===== src/rtl/mem_req_completer.sv =====
// Memory-request completer: serves tagged read/write bursts against a single-port
// memory and returns read data as a tagged valid/ready completion stream.
module mem_req_completer #(
  parameter  int DEPTH      = 32,
  parameter  int DATA_WIDTH = 32,
  parameter  int MAX_LEN    = 8,
  localparam int ADDR_WIDTH = $clog2(DEPTH),
  localparam int LEN_WIDTH  = $clog2(MAX_LEN) + 1
) (
  input  logic                  clk,
  input  logic                  rst,
  input  logic                  req_valid,
  output logic                  req_ready,
  input  logic                  req_is_write,
  input  logic [ADDR_WIDTH-1:0] req_addr,
  input  logic [LEN_WIDTH-1:0]  req_len,
  input  logic [7:0]            req_tag,
  input  logic                  wr_data_valid,
  output logic                  wr_data_ready,
  input  logic [DATA_WIDTH-1:0] wr_data,
  output logic                  cpl_valid,
  input  logic                  cpl_ready,
  output logic [DATA_WIDTH-1:0] cpl_data,
  output logic [7:0]            cpl_tag,
  output logic                  cpl_last,
  output logic [ADDR_WIDTH-1:0] mem_address,
  output logic [DATA_WIDTH-1:0] mem_data_in,
  output logic                  mem_wr_en,
  input  logic [DATA_WIDTH-1:0] mem_data_out,
  output logic                  err_len
);

  typedef enum logic [1:0] {
    IDLE  = 2'd0,
    WRITE = 2'd1,
    READ  = 2'd2
  } state_e;

  localparam logic [ADDR_WIDTH-1:0] LAST_ADDR = ADDR_WIDTH'(DEPTH - 1);
  localparam logic [LEN_WIDTH-1:0]  LEN_MAX   = LEN_WIDTH'(MAX_LEN);
  localparam logic [LEN_WIDTH-1:0]  LEN_ONE   = LEN_WIDTH'(1);

  state_e                  state_q;
  state_e                  state_d;
  logic [ADDR_WIDTH-1:0]   cur_addr;
  logic [ADDR_WIDTH-1:0]   next_addr;
  logic [LEN_WIDTH-1:0]    remain;
  logic [7:0]              tag_q;

  logic                    len_legal;
  logic                    req_take;
  logic                    wr_beat;
  logic                    cpl_load;
  logic                    cpl_pop;

  // Addresses wrap explicitly so non-power-of-two depths also work.
  assign next_addr = (cur_addr == LAST_ADDR) ? '0 : cur_addr + ADDR_WIDTH'(1);
  assign len_legal = (req_len != '0) && (req_len <= LEN_MAX);

  assign req_take  = (state_q == IDLE) && req_valid;
  assign wr_beat   = (state_q == WRITE) && wr_data_valid;
  assign cpl_pop   = cpl_valid && cpl_ready;

  // In READ, remain counts beats not yet loaded, so remain != 0 means issued < len.
  assign cpl_load  = (state_q == READ) && (!cpl_valid || cpl_ready) && (remain != '0);

  // NOTE: every output of this block gets a default first, so no path can infer a latch.
  always_comb begin
    state_d       = state_q;
    req_ready     = 1'b0;
    wr_data_ready = 1'b0;
    mem_wr_en     = 1'b0;
    mem_data_in   = '0;
    mem_address   = cur_addr;

    unique case (state_q)
      IDLE: begin
        req_ready = 1'b1;
        if (req_valid && len_legal) begin
          state_d = req_is_write ? WRITE : READ;
        end
      end

      WRITE: begin
        wr_data_ready = 1'b1;
        mem_wr_en     = wr_data_valid;
        mem_data_in   = wr_data;
        if (wr_data_valid && (remain == LEN_ONE)) begin
          state_d = IDLE;
        end
      end

      READ: begin
        if (cpl_pop && cpl_last) begin
          state_d = IDLE;
        end
      end

      default: state_d = IDLE;
    endcase
  end

  // NOTE: sequential state uses non-blocking assignments so every register samples pre-edge values.
  always_ff @(posedge clk or negedge rst) begin
    if (!rst) begin
      state_q <= IDLE;
    end else begin
      state_q <= state_d;
    end
  end

  always_ff @(posedge clk or negedge rst) begin
    if (!rst) begin
      cur_addr <= '0;
      remain   <= '0;
      tag_q    <= '0;
      err_len  <= 1'b0;
    end else begin
      err_len <= 1'b0;
      if (req_take) begin
        // Fields are captured even for a dropped request; they are unused until the next one.
        cur_addr <= req_addr;
        remain   <= req_len;
        tag_q    <= req_tag;
        err_len  <= !len_legal;
      end else if (wr_beat || cpl_load) begin
        cur_addr <= next_addr;
        remain   <= remain - LEN_ONE;
      end
    end
  end

  always_ff @(posedge clk or negedge rst) begin
    if (!rst) begin
      cpl_valid <= 1'b0;
      cpl_data  <= '0;
      cpl_tag   <= '0;
      cpl_last  <= 1'b0;
    end else if (cpl_load) begin
      cpl_valid <= 1'b1;
      cpl_data  <= mem_data_out;
      cpl_tag   <= tag_q;
      cpl_last  <= (remain == LEN_ONE);
    end else if (cpl_pop) begin
      cpl_valid <= 1'b0;
    end
  end

endmodule


===== config.mk =====
export PLATFORM = sky130hd
export DESIGN_NAME = mem_req_completer
export DESIGN_NICKNAME = d
export VERILOG_FILES = /design/src/rtl/mem_req_completer.sv
export SDC_FILE = /design/constraint.sdc
export NUM_CORES = 1
export LEC_CHECK = 0
export CAP_MARGIN = 20
export CORE_AREA = 2 2 102 104
export DETAILED_ROUTE_END_ITERATION = 10
export DIE_AREA = 0 0 104 106
export GPL_TIMING_DRIVEN = 0
export PLACE_DENSITY = 0.67
export SKIP_CTS_REPAIR_TIMING = 1
export SLEW_MARGIN = 15
export SYNTH_ARGS = -nofsm -noshare
export SYNTH_HDL_FRONTEND = slang
export SYNTH_SLANG_ARGS = --single-unit

===== constraint.sdc =====
create_clock -name clk -period 1.9 [get_ports clk]
set_input_delay 0.38 -clock clk [delete_from_list [all_inputs] [get_ports clk]]
set_output_delay 0.38 -clock clk [all_outputs]
set_load 0.03 [all_outputs]

==> flow_metrics.env <==
export IMPL_synth_edf_count=0
export IMPL_final_hold_violation_count=0
export IMPL_drt_total_wl_microns=8560
export IMPL_synth_area_leader_cell="dfrtp_1"
export IMPL_fin_crit_sh_pct=101
export IMPL_yosysWarnings=0
export IMPL_cp_arrival_ns=2.14
export IMPL_synth_common_cells="dfrtp_1, mux2_2, nand2_1"
export IMPL_slew_violations=0
export IMPL_clkLatencyLatePin_ns=0.34
export IMPL_violations="negative setup slack"
export IMPL_finalInstanceArea_sq_mm=0.00509
export IMPL_grt_start_max_net_pins=47
export IMPL_cts_buffers=9
export IMPL_num_vias=2576
export IMPL_drtIter0Drc=86
export IMPL_synth_nets=330
export IMPL_setup_viol=8
export IMPL_start_kind="flip-flop"
export IMPL_root_buffer="clkbuf_8"
export IMPL_reg2reg_slack_ns=-0.01
export IMPL_critPathKind="reg -> reg"
export IMPL_initial_utilization_pct=28.9
export IMPL_cts_tree="done"
export IMPL_yosys_top_cells_area="dfrtp_1, mux2_2, and2_1"
export IMPL_period_needed_ns=1.91
export IMPL_dp_hpwl_microns=6420
export IMPL_clk_transition_reported_paths_ns=0.07
export IMPL_cp_end_kind="flip-flop"
export IMPL_synth_yosys_seq_area_share_pct=53.7
export IMPL_netlist_area_leader_share_pct=53.7
export IMPL_max_slew_margin_pct=64.4
export IMPL_ys_seq_elements=62
export IMPL_synth_cells=239
export IMPL_die_w_microns=104
export IMPL_clkSinkCount=62
export IMPL_vdd_drop_max_uv=806
export IMPL_cts_path_max_buffers=2
export IMPL_syn_area_sq_mm=0.00289
export IMPL_worst_endpoint_required_ns=2.13
export IMPL_power_density_mw_per_mm2=1770
export IMPL_globalRouteOverflowTotal=0
export IMPL_grt_pass1_vias=2597
export IMPL_clock_fmax_ghz=0.523
export IMPL_core_sq_mm=0.0100
export IMPL_ant_nets=0
export IMPL_synth_most_common_cell="dfrtp_1"
export IMPL_status="finished with violations"
export IMPL_drive_gt1_share_pct=26.6
export IMPL_final_nets=518
export IMPL_rows=37
export IMPL_vias_per_cell=4.54
export IMPL_ys_flop_type="dfrtp_1"
export IMPL_antenna_cells=0
export IMPL_io_pins=170
export IMPL_p_leak_nw=2.34
export IMPL_routedWlPerCell_microns=15.1
export IMPL_syn_avg_cell_area_sq_um=12.1
export IMPL_track_usage_pct=15.0
export IMPL_grt_pass1_wl_microns=13000
export IMPL_drt_pass1_iterations=4
export IMPL_cap_violations=0
export IMPL_synth_distinct_cells=41
export IMPL_ctsHtreeMaxLevel=3
export IMPL_syn2layout_area_growth_pct=76.2
export IMPL_antenna_found_initial=0
export IMPL_crit_path_max_fanout=10
export IMPL_clock_skew_ns=0.00907
export IMPL_finalWorstSetupSlack_ns=-0.0133
export IMPL_rsz0062_at_grt="yes"
export IMPL_hold_path_class="in -> async"
export IMPL_worst_pin_slew_ns=0.534
export IMPL_place_ws_ns=-0.447
export IMPL_die_h_microns=106
export IMPL_holdWs_ns=0.474
export IMPL_tns_ns=-0.0655
export IMPL_numPortBuffers=169
export IMPL_place_gp_congestion=0.806
export IMPL_place_area_sq_mm=0.00478
export IMPL_dieArea_sq_mm=0.0110
export IMPL_synthArstFlopShare_pct=100
export IMPL_drcViolationCount=0
-- worst max-delay path, cell delays in order, from the launching register on --
cell     delay (ns)
dfrtp_1        0.40
inv_2          0.08
ha_4           0.16
nor3b_4        0.16
or2_4          0.26
nor2_8         0.22
buf_8          0.19
mux2_2         0.33
-- final timing paths --
path                                        from                  endpoint  cells after the start
hold / removal                               rst   cpl_data[0]$_DFFE_PN0P_                      2
min in group clk            tag_q[6]$_DFFE_PN0P_      tag_q[6]$_DFFE_PN0P_                      2
setup reg to reg           remain[0]$_DFFE_PN0P_  cpl_data[23]$_DFFE_PN0P_                      7
max in group asynchronous                    rst  cpl_data[21]$_DFFE_PN0P_                      3
setup / recovery           remain[0]$_DFFE_PN0P_  cpl_data[23]$_DFFE_PN0P_                      7
hold reg to reg             tag_q[6]$_DFFE_PN0P_      tag_q[6]$_DFFE_PN0P_                      2
-- cell families (layout without fill, tap and decap cells) --
family,after synthesis,after routing,share of synthesized area [%]
mux,42,42,17.0
simple gates,100,100,19.2
buf+inv,16,209,4.16
flops,62,62,53.7
fa+ha+maj,4,4,1.73
compound gates,14,14,3.94
xor+xnor,1,1,0.303
-- final cells by class --
| cell class | instances | area (sq um) |
|---|---|---|
| Multi-Input combinational cell | 161 | 1330 |
| Clock buffer | 12 | 155 |
| Clock inverter | 4 | 45.0 |
| Buffer | 11 | 120 |
| Fill cell | 930 | 4910 |
| Inverter | 5 | 18.8 |
| Timing Repair Buffer | 177 | 1700 |
| Sequential cell | 62 | 1550 |
| Tap cell | 136 | 170 |
-- per-stage QoR --
stage                     std cells  total power, mW  util (%)
after floorplan                 239             5.50         -
after detailed placement        545             7.49      47.8
after CTS                       561             8.72      49.8
final                           568             8.99      50.9
after global routing            568             9.51      50.9
after global placement          544             7.40      47.5
-- cells in the final DEF, fill, tap and decap left out, types with 2 or more instances in the layout --
| master | instances |
|---|---|
| buf_2 | 4 |
| buf_8 | 3 |
| nor4_1 | 2 |
| nand2_1 | 34 |
| nor4b_1 | 2 |
| inv_1 | 3 |
| nor3b_1 | 2 |
| mux2_4 | 26 |
| a32o_1 | 2 |
| clkinv_2 | 3 |
| clkdlybuf4s50_1 | 132 |
| a31oi_1 | 2 |
| and3_1 | 2 |
| dlymetal6s2s_1 | 6 |
| clkbuf_2 | 11 |
| inv_2 | 2 |
| clkbuf_8 | 11 |
| nor2_1 | 2 |
| clkbuf_1 | 2 |
| nand3_1 | 13 |
| ha_1 | 3 |
| o22ai_1 | 2 |
| mux2_2 | 15 |
| and2_1 | 32 |
| dfrtp_1 | 61 |
| clkbuf_4 | 17 |
| buf_4 | 7 |
| buf_6 | 3 |
-- power by group --
part | switching [mW] | internal (mW)
combinational | 2.72 | 2.65
clock | 0.527 | 0.672
sequential | 0.431 | 1.98
-- routing by layer --
metal	vias up	part of all wire (%)	GRT usage [%]
met4	0	1.9	6.37
met5	-	0	0
met1	1243	40	16.6
met2	126	50	26.3
li1	1192	-	-
met3	15	8.4	5.15
-- flip-flops by register name, indices dropped and copies added, names as in the netlist --
register     cells
tag_q            8
remain           4
cpl_tag          8
cpl_data        32
mem_address      5
cpl_valid        1
state_q          2
cpl_last         1
err_len          1
Power figures use the tool's default switching activity.
